$ cat src/rtl/cpu_pkg.sv
// Shared CPU definitions used by the load/store unit: funct3 codes, LSU state encoding
// and the upper bound on memory latency.
package cpu_pkg;

  localparam logic [2:0] F3_B  = 3'b000;
  localparam logic [2:0] F3_H  = 3'b001;
  localparam logic [2:0] F3_W  = 3'b010;
  localparam logic [2:0] F3_BU = 3'b100;
  localparam logic [2:0] F3_HU = 3'b101;

  localparam int unsigned LSU_MAX_LAT = 15;

  typedef enum logic [1:0] {
    StIdle   = 2'b00,
    StRdWait = 2'b01,
    StWrWait = 2'b10,
    StResp   = 2'b11
  } lsu_state_t;

endpackage

$ cat src/rtl/lsu_lane_align.sv
// Combinational byte-lane steering: store masks and shifted write data, load lane
// extraction with sign/zero extension, and misaligned/illegal-funct3 detection.
module lsu_lane_align
  import cpu_pkg::*;
(
  input  logic        i_we,
  input  logic [2:0]  i_funct3,
  input  logic [1:0]  i_off,
  input  logic [31:0] i_wdata,
  input  logic [31:0] i_data_out,
  output logic [3:0]  o_mask,
  output logic [31:0] o_data_in,
  output logic [31:0] o_rdata,
  output logic        o_err
);

  logic [31:0] w_lane;
  logic [31:0] w_wsized;

  always_comb begin
    w_lane   = i_data_out >> {i_off, 3'b000};
    o_err    = 1'b1;
    o_mask   = 4'b0000;
    w_wsized = 32'h0;
    o_rdata  = 32'h0;
    if (i_we) begin
      case (i_funct3)
        F3_B: begin
          o_err    = 1'b0;
          o_mask   = 4'b0001 << i_off;
          w_wsized = {24'h0, i_wdata[7:0]};
        end
        F3_H: begin
          o_err    = i_off[0];
          o_mask   = 4'b0011 << i_off;
          w_wsized = {16'h0, i_wdata[15:0]};
        end
        F3_W: begin
          o_err    = (i_off != 2'b00);
          o_mask   = 4'b1111;
          w_wsized = i_wdata;
        end
        default: ;
      endcase
    end else begin
      case (i_funct3)
        F3_B: begin
          o_err   = 1'b0;
          o_rdata = {{24{w_lane[7]}}, w_lane[7:0]};
        end
        F3_BU: begin
          o_err   = 1'b0;
          o_rdata = {24'h0, w_lane[7:0]};
        end
        F3_H: begin
          o_err   = i_off[0];
          o_rdata = {{16{w_lane[15]}}, w_lane[15:0]};
        end
        F3_HU: begin
          o_err   = i_off[0];
          o_rdata = {16'h0, w_lane[15:0]};
        end
        F3_W: begin
          o_err   = (i_off != 2'b00);
          o_rdata = w_lane;
        end
        default: ;
      endcase
    end
    // Faulting accesses must never drive lanes or return data.
    if (o_err) begin
      o_mask   = 4'b0000;
      o_rdata  = 32'h0;
      w_wsized = 32'h0;
    end
    o_data_in = w_wsized << {i_off, 3'b000};
  end

endmodule

$ cat src/rtl/load_store_unit.sv
// Multi-cycle RV32I load/store unit: accepts one request in idle, holds memory strobes
// for a parametrised latency, then pulses a one-cycle response.
module load_store_unit
  import cpu_pkg::*;
#(
  parameter int unsigned RD_LATENCY = 1,
  parameter int unsigned WR_LATENCY = 1
) (
  input  logic        i_clk,
  input  logic        i_rst,
  input  logic        i_req_valid,
  output logic        o_req_ready,
  input  logic        i_req_we,
  input  logic [2:0]  i_req_funct3,
  input  logic [31:0] i_req_addr,
  input  logic [31:0] i_req_wdata,
  output logic        o_resp_valid,
  output logic [31:0] o_resp_rdata,
  output logic        o_resp_err,
  output logic        o_data_read,
  output logic [3:0]  o_data_write,
  output logic [31:0] o_data_addr,
  output logic [31:0] o_data_in,
  input  logic [31:0] i_data_out
);

  localparam int unsigned MaxLat = (RD_LATENCY > WR_LATENCY) ? RD_LATENCY : WR_LATENCY;
  localparam int unsigned CntW   = $clog2(MaxLat + 1);

  lsu_state_t      r_state;
  logic [CntW-1:0] r_cnt;
  logic [2:0]      r_funct3;
  logic [1:0]      r_off;
  logic            r_we;

  logic        w_accept;
  logic        w_sel_we;
  logic [2:0]  w_sel_funct3;
  logic [1:0]  w_sel_off;
  logic [3:0]  w_mask;
  logic [31:0] w_data_in;
  logic [31:0] w_rdata;
  logic        w_err;

  assign w_accept = i_req_valid & o_req_ready;

  // In idle the aligner classifies the incoming request; afterwards it sees the latched one.
  assign w_sel_we     = (r_state == StIdle) ? i_req_we        : r_we;
  assign w_sel_funct3 = (r_state == StIdle) ? i_req_funct3    : r_funct3;
  assign w_sel_off    = (r_state == StIdle) ? i_req_addr[1:0] : r_off;

  lsu_lane_align u_align (
    .i_we       (w_sel_we),
    .i_funct3   (w_sel_funct3),
    .i_off      (w_sel_off),
    .i_wdata    (i_req_wdata),
    .i_data_out (i_data_out),
    .o_mask     (w_mask),
    .o_data_in  (w_data_in),
    .o_rdata    (w_rdata),
    .o_err      (w_err)
  );

  always_ff @(posedge i_clk) begin
    if (i_rst) begin
      r_state      <= StIdle;
      r_cnt        <= '0;
      r_funct3     <= 3'b000;
      r_off        <= 2'b00;
      r_we         <= 1'b0;
      o_req_ready  <= 1'b1;
      o_resp_valid <= 1'b0;
      o_resp_rdata <= 32'h0;
      o_resp_err   <= 1'b0;
      o_data_read  <= 1'b0;
      o_data_write <= 4'b0000;
      o_data_addr  <= 32'h0;
      o_data_in    <= 32'h0;
    end else begin
      unique case (r_state)
        StIdle: begin
          if (w_accept) begin
            r_funct3    <= i_req_funct3;
            r_off       <= i_req_addr[1:0];
            r_we        <= i_req_we;
            r_cnt       <= '0;
            o_req_ready <= 1'b0;
            if (w_err) begin
              r_state      <= StResp;
              o_resp_valid <= 1'b1;
              o_resp_err   <= 1'b1;
              o_resp_rdata <= 32'h0;
            end else if (i_req_we) begin
              r_state      <= StWrWait;
              o_data_write <= w_mask;
              o_data_in    <= w_data_in;
              o_data_addr  <= {i_req_addr[31:2], 2'b00};
            end else begin
              r_state     <= StRdWait;
              o_data_read <= 1'b1;
              o_data_addr <= {i_req_addr[31:2], 2'b00};
            end
          end
        end
        StRdWait: begin
          if (r_cnt == CntW'(RD_LATENCY - 1)) begin
            r_state      <= StResp;
            o_data_read  <= 1'b0;
            o_resp_valid <= 1'b1;
            o_resp_rdata <= w_rdata;
            o_resp_err   <= 1'b0;
          end else begin
            r_cnt <= r_cnt + 1'b1;
          end
        end
        StWrWait: begin
          if (r_cnt == CntW'(WR_LATENCY - 1)) begin
            r_state      <= StResp;
            o_data_write <= 4'b0000;
            o_data_in    <= 32'h0;
            o_resp_valid <= 1'b1;
            o_resp_rdata <= 32'h0;
            o_resp_err   <= 1'b0;
          end else begin
            r_cnt <= r_cnt + 1'b1;
          end
        end
        StResp: begin
          r_state      <= StIdle;
          o_resp_valid <= 1'b0;
          o_req_ready  <= 1'b1;
        end
        default: r_state <= StIdle;
      endcase
    end
  end

endmodule
$ cat config.mk
export PLATFORM = sky130hd
export DESIGN_NAME = load_store_unit
export DESIGN_NICKNAME = d
export VERILOG_FILES = /design/src/rtl/cpu_pkg.sv /design/src/rtl/lsu_lane_align.sv /design/src/rtl/load_store_unit.sv
export SDC_FILE = /design/constraint.sdc
export NUM_CORES = 1
export LEC_CHECK = 0
export ABC_AREA = 0
export ABC_CLOCK_PERIOD_IN_PS = 5100
export CAP_MARGIN = 20
export CORE_MARGIN = 1
export CORE_UTILIZATION = 50
export CTS_BUF_LIST = sky130_fd_sc_hd__clkbuf_16
export DETAILED_ROUTE_END_ITERATION = 8
export PLACE_DENSITY = 0.83
export SLEW_MARGIN = 30
export SYNTH_ARGS = -nofsm -noshare
export SYNTH_HDL_FRONTEND = slang
export SYNTH_HIERARCHICAL = 1
export SYNTH_SLANG_ARGS = --single-unit
$ cat constraint.sdc
create_clock -name i_clk -period 5.1 [get_ports i_clk]
set_input_delay 0.51 -clock i_clk [delete_from_list [all_inputs] [get_ports i_clk]]
set_output_delay 0.51 -clock i_clk [all_outputs]
set_load 0.05 [all_outputs]
==> results of run 1 <==
-- logic make-up (layout without fill, tap and decap cells) --
| family | Yosys count | after routing | share of synthesized area |
|---|---|---|---|
| AOI/OAI and AO/OA | 120 | 120 | 0.134 |
| xor gates and xnor gates | 1 | 1 | 0.00136 |
| adders and majority gates | 5 | 5 | 0.00970 |
| buffers and inverters | 72 | 232 | 0.0675 |
| DFF | 110 | 110 | 0.341 |
| muxes | 99 | 99 | 0.155 |
| other | 1 | 2 | 0.000582 |
| and+or+nand+nor | 314 | 314 | 0.291 |
-- registers in the layout, indices dropped and copies added (netlist names) --
signal        count
r_state           2
o_resp_err        1
o_resp_rdata     32
o_data_addr      30
r_off             2
o_data_in        32
r_funct3          3
o_resp_valid      1
o_data_read       1
o_req_ready       1
r_we              1
o_data_write      4
-- per-layer routing --
layer / up-vias / wire length [µm] / track usage
met3: 49 / 927 / 0.0335
met2: 198 / 8830 / 0.470
li1: 2808 / - / -
met4: 0 / 611 / 0.132
met1: 2765 / 7600 / 0.330
met5: - / 0 / 0
-- worst min path at each step --
stage               startpoint              end
2_1_floorplan      r_funct3[0]      r_funct3[0]
3_3_place_gp   o_data_addr[17]  o_data_addr[17]
3_5_place_dp   o_data_addr[12]  o_data_addr[12]
4_1_cts        o_data_addr[12]  o_data_addr[12]
5_1_grt        o_data_addr[20]  o_data_addr[20]
6_report       o_data_addr[12]  o_data_addr[12]
-- cell type report --
| class | instances | area [µm²] | share of cell area |
|---|---|---|---|
| repair buffers | 212 | 2110 | 0.243 |
| clock inverters | 6 | 65.1 | 0.00750 |
| flip-flops and latches | 110 | 2200 | 0.254 |
| inverters | 5 | 18.8 | 0.00216 |
| clock buffers | 9 | 225 | 0.0260 |
| well taps | 172 | 215 | 0.0248 |
| multi-input cells | 541 | 3840 | 0.443 |
-- worst max-delay path: stages, from the launching register on --
cell	delay (ns)
dfxtp_1	0.35
inv_1	0.11
ha_1	0.48
mux2_2	0.81
nor3_1	0.11
o21bai_1	0.54
and2_1	0.40
nand3_2	0.16
a21oi_4	0.42
buf_4	0.35
mux2i_1	0.24
-- cells in the final DEF, fill, tap and decap left out, drive strengths merged, types with 2 or more instances in the layout --
master and n:
a211oi 16, a21o 2, a21oi 44, a221o 8
a22oi 16, and2 26, buf 9, clkbuf 9
clkdlybuf4s50 203, clkinv 4, conb 2, dfxtp 110
ha 5, inv 6, mux2 7, mux2i 92
nand2 82, nand2b 75, nand3 3, nand3b 35
nand4b 2, nor2 34, nor2b 9, nor3 3
o21ai 19, o21bai 3, o311ai 2, or3b 36
-- through the flow --
| stage | util | area (µm²) |
|---|---|---|
| finish | 0.687 | 8670 |
| global route | 0.687 | 8670 |
| CTS | 0.686 | 8660 |
| detailed placement | 0.663 | 8370 |
| global placement | 0.661 | 8350 |
| floorplan | - | 6450 |
-- power groups by stage --
| stage | Combinational, µW | Clock [µW] | Sequential [µW] |
|---|---|---|---|
| after floorplan | 1330 | 0 | 1310 |
| after global placement | 1910 | 0 | 1030 |
| after detailed placement | 1980 | 0 | 1040 |
| after CTS | 1990 | 704 | 1020 |
| after global routing | 2130 | 740 | 1030 |
| final | 2000 | 697 | 1020 |
==> metrics.yaml, run 1 <==
clock_network:
  cts-root-buf: "clkbuf_16"
  post_cts_buffers: 0
  cts_resized: 0
  cts_max_path_buffers: 2
  ctsHoldBuffers: 0
  cts_num_sinks: 110
  htree_levels: 3
  clk_pin_slew_worst_paths_ns: 0.07
  cts_buffers: 9
  cts_tree: "done"
  worstSkewPairLatency_ns: 0.35
synth:
  synth-edff-count: 0
  ys.flop_type: "dfxtp_1"
  ys_ff_latch: 110
  netlist_area_um2: 6450
  synth_cell_types: 61
  post-synth-top-area-cell: "dfxtp_1"
  synth_area_leaders: "dfxtp_1 34%, mux2i_1 14%, nand2b_1 7.3%"
  synthCells: 722
  postSynthAreaPerCell_um2: 8.93
  yosysWarnings: 6
  postSynth.asyncResetShare: 0
  ys_seq_area_frac: 0.341
  yosysMostFrequentCell: "dfxtp_1"
  synth_top_area_share: 0.341
  synth_common_cells: "110 x dfxtp_1, 92 x mux2i_1, 82 x nand2_1"
critical_path:
  r2r_slack_ns: 1.04
  r2r_end: "o_resp_rdata[6]"
  worstSetupStartpoint: "r_state[1]"
  crit_required_ns: 5.37
  cp_max_fo: 45
  endpoint_kind: "flop"
  reg2regPathDepth: 10
  endpoint: "o_resp_rdata[6]"
  critical_path_arrival_ns: 4.34
  worstReg2RegStart: "r_state[1]"
  criticalPathCategory: "reg -> reg"
  crit_path_start_kind: "flop"
sta:
  slew_violations: 0
  fin_ws_ns: 1.04
  whs_ns: 0.457
  slew_headroom: 0.419
  layout_min_cycle_time_ns: 4.06
  worstMarginPinSlew_ns: 0.870
  fmax_mhz: 246
  hold_viol: 0
  skew_ns: 0.00877
  period_share: 0.797
  setup-tns-final_ns: 0
  rsz0062_at_grt: "false"
  setup_viol: 0
die:
  initial_core_util: 0.511
  fp-row-count: 41
  fp.coreArea_um2: 12600
  die_w_um: 116
  io_pins: 207
  dieArea_um2: 13400
  die_height_um: 116
power:
  power_density_nw_per_um2: 429
  p_switching_uw: 1620
  pwr-share-clk: 0.187
  power.leakage_uw: 0.00307
  pwr-share-seq: 0.274
  p_int_uw: 2100
  peakVddDrop_mv: 0.249
  total_power_uw: 3720
  combPwrFrac: 0.539
  netSwitchingFraction: 0.434
placed_design:
  placedCellCount: 1040
  place_hpwl_um: 13000
  place_congestion: 0.874
  dp_slack_ns: 0.839
  port-buffer-count: 204
drt:
  firstDrtPassIters: 5
  drt-total-wl_um: 18000
  drtIter0Drc: 433
  via_count: 5820
  drc: 0
  viasPerCell: 5.52
  routedWlPerCell_um: 17.0
  ant_nets: 0
outcome:
  status: "finished, final reports clean"
finish:
  num_antenna_cells: 0
  nNetsFinal: 987
  drive_gt1_frac: 0.0940
  final_cells: 1055
  fill_cells: 1031
  areaGrowthSynthToFinish_pct: 34.5
global_route:
  grt-ovfl-total: 0
  antenna_found_initial: 0
  grt_use_total: 0.270
  grt_pass1_wl_um: 28100
  grt_start_max_net_pins: 96
  grt_pass1_vias: 5761
hold_path:
  hold_path_depth: 2
  hp-class: "reg -> reg"
flow_run:
  max_cap_viol_count: 0
Power figures use the tool's default switching activity.
==> run 2: changes to the inputs <==
--- a/config.mk
+++ b/config.mk
@@ -6,13 +6,13 @@
 export NUM_CORES = 1
 export LEC_CHECK = 0
 export ABC_AREA = 0
-export ABC_CLOCK_PERIOD_IN_PS = 5100
+export ABC_CLOCK_PERIOD_IN_PS = 4000
 export CAP_MARGIN = 20
 export CORE_MARGIN = 1
-export CORE_UTILIZATION = 50
+export CORE_UTILIZATION = 47
 export CTS_BUF_LIST = sky130_fd_sc_hd__clkbuf_16
 export DETAILED_ROUTE_END_ITERATION = 8
-export PLACE_DENSITY = 0.83
+export PLACE_DENSITY = 0.78
 export SLEW_MARGIN = 30
 export SYNTH_ARGS = -nofsm -noshare
 export SYNTH_HDL_FRONTEND = slang
==> constraint.sdc (replaced) <==
create_clock -name i_clk -period 4 [get_ports i_clk]
set_input_delay 0.4 -clock i_clk [delete_from_list [all_inputs] [get_ports i_clk]]
set_output_delay 0.4 -clock i_clk [all_outputs]
set_load 0.05 [all_outputs]
==> run 2 against run 1 <==
Net effect:
- first-iteration DRC count down 37%
- register-to-register slack worse by 0.65 ns
- combinational power up 27%
- final cell count up 0.76%
- clock skew down 0.0044 ns
- cell area up 0.10%
- non-clock buffer count up 2
- wire length down 3.7%
- via count down 0.72%
- fmax up 12%
- worst setup slack worse by 0.65 ns
- critical path type unchanged
- largest cell class unchanged
==> metrics.yaml, run 2 (same netlist as run 1, synthesis figures left out) <==
placed_design:
  dp_slack_ns: 0.397  # was 0.839 ns
  port-buffer-count: 204  # unchanged
  place_congestion: 0.853  # was 0.874
  place_hpwl_um: 12600  # was 13000 µm
drt:
  drt-total-wl_um: 17300  # was 18000 µm
  firstDrtPassIters: 5  # unchanged
  routedWlPerCell_um: 16.3  # was 17.0 µm
  drc: 0  # unchanged
  via_count: 5778  # was 5820
  drtIter0Drc: 273  # was 433
  ant_nets: 0  # unchanged
  viasPerCell: 5.44  # was 5.52
finish:
  areaGrowthSynthToFinish_pct: 34.6  # was 34.5%
  fill_cells: 1110  # was 1031
  nNetsFinal: 989  # was 987
  multi_input_area_um2: 3830  # was 3840 µm²
  final_common_cell: "clkdlybuf4s50_1"  # unchanged
  drive_gt1_frac: 0.0948  # was 0.0940
  layout_common_cells: "203 x clkdlybuf4s50_1, 110 x dfxtp_1, 92 x mux2i_1"  # unchanged
  register_area_um2: 2200  # unchanged
  reg_top3: "o_data_in: 32 flops, o_resp_rdata: 32 flops, o_data_addr: 30 flops"  # unchanged
sta:
  skew_ns: 0.00439  # was 0.00877 ns
  period_share: 0.903  # was 0.797
  slew_violations: 0  # unchanged
  rsz0062_at_grt: "false"  # unchanged
  fmax_mhz: 277  # was 246 MHz
  layout_min_cycle_time_ns: 3.61  # was 4.06 ns
  slew_headroom: 0.433  # was 0.419
  hold_viol: 0  # unchanged
  setup_viol: 0  # unchanged
  fin_ws_ns: 0.387  # was 1.04 ns
  worstMarginPinSlew_ns: 0.850  # was 0.870 ns
  setup-tns-final_ns: 0  # unchanged
critical_path:
  criticalPathCategory: "reg -> reg"  # unchanged
  cp_max_fo: 15  # was 45
  crit_required_ns: 4.27  # was 5.37 ns
  crit_path_start_kind: "flop"  # unchanged
  crit_chain: "inv_1, ha_1, mux2_2, nand2b_1, o21bai_1, and2_1, nand3b_1, a21oi_4, buf_4, mux2i_1"  # was inv_1, ha_1, mux2_2, nor3_1, o21bai_1, and2_1, nand3_2, a21oi_4, buf_4, mux2i_1
  cp.buffers_inverters: 2  # unchanged
  endpoint_kind: "flop"  # unchanged
  critical_path_arrival_ns: 3.89  # was 4.34 ns
  cpPeakStageDelay_ns: 0.48  # was 0.81 ns
  critPathTopFamily: "simple AND/OR/NAND/NOR gates"  # was multiplexers
  critPathSlowestCell: "ha_1"  # was mux2_2
global_route:
  grt_start_max_net_pins: 113  # was 96
  grt_pass1_vias: 5716  # was 5761
  grt_use_total: 0.248  # was 0.270
  grt-ovfl-total: 0  # unchanged
  antenna_found_initial: 1  # was 0
  grt_pass1_wl_um: 28200  # was 28100 µm
die:
  initial_core_util: 0.485  # was 0.511
  die_height_um: 119  # was 116 µm
  die_w_um: 119  # was 116 µm
  fp-row-count: 42  # was 41
  io_pins: 207  # unchanged
  dieArea_um2: 14200  # was 13400 µm²
  fp.coreArea_um2: 13300  # was 12600 µm²
clock_network:
  cts-root-buf: "clkbuf_16"  # unchanged
  ctsHoldBuffers: 0  # unchanged
  worstSkewPairLatency_ns: 0.34  # was 0.35 ns
  post_cts_buffers: 0  # unchanged
  cts_num_sinks: 110  # unchanged
  cts_max_path_buffers: 2  # unchanged
  cts_tree: "done"  # unchanged
  clk_pin_slew_worst_paths_ns: 0.07  # about the same
  htree_levels: 3  # unchanged
  cts_buffers: 9  # unchanged
  cts_resized: 0  # unchanged
flow_run:
  max_cap_viol_count: 0  # unchanged
power:
  power_density_nw_per_um2: 542  # was 429 nW/µm²
  peakVddDrop_mv: 0.275  # was 0.249 mV
  power.leakage_uw: 0.00308  # was 0.00307 µW
outcome:
  status: "finished, final reports clean"  # unchanged
hold_path:
  hp-class: "reg -> reg"  # unchanged
[run 2: changes by cell type in the layout (fill, tap and decap cells not counted), sizes merged]
cell	before	now
buf	9	11
diode	0	1
inv	6	7
[run 2: tightest hold or removal path: stages, from the launching register on]
cell and delay [ns]:
dfxtp_1 0.31, nand2_1 0.05, a21oi_1 0.05
[run 2: layer usage]
metal / global-route usage / wire length [µm] / vias to the layer above
met2: 0.410 / 8230 / 233
met4: 0.124 / 550 / 0
li1: - / - / 2832
met1: 0.305 / 7330 / 2672
met3: 0.0503 / 1200 / 41
met5: 0 / 0 / -
[run 2: layout make-up]
cell class / instances / area share
Clock buffer: 9 / 0.0259
Antenna cell: 1 / 0.000288
Clock inverter: 7 / 0.00750
Multi-Input combinational cell: 541 / 0.441
Inverter: 5 / 0.00216
Timing Repair Buffer: 214 / 0.244
Sequential cell: 110 / 0.254
Tap cell: 176 / 0.0254
[run 2: final timing paths]
path                  start        endpoint  slack [ns]  depth (start not counted)
max              r_state[0]   o_data_in[20]        0.39                         10
min          o_data_addr[4]  o_data_addr[4]        0.46                          2
min reg2reg  o_data_addr[4]  o_data_addr[4]        0.46                          2
max reg2reg      r_state[0]   o_data_in[20]        0.39                         10
[run 2: metrics by stage]
step | std cells | total power, µW | hold slack, ns | utilization | cell area (µm²)
2_1_floorplan | 723 | 3360 | 0.459 | - | 6450
3_3_place_gp | 1046 | 3790 | 0.442 | 0.630 | 8380
3_5_place_dp | 1046 | 3850 | 0.447 | 0.631 | 8380
4_1_cts | 1062 | 4730 | 0.457 | 0.652 | 8670
5_1_grt | 1063 | 4980 | 0.472 | 0.653 | 8680
6_report | 1063 | 4710 | 0.455 | 0.653 | 8680
[run 2: where the power goes]
group | leakage [µW] | internal, µW | switching, µW
sequential | 0.000890 | 1220 | 77.3
clock | 0.000148 | 483 | 393
combinational | 0.00204 | 981 | 1550
total | 0.00308 | 2680 | 2020
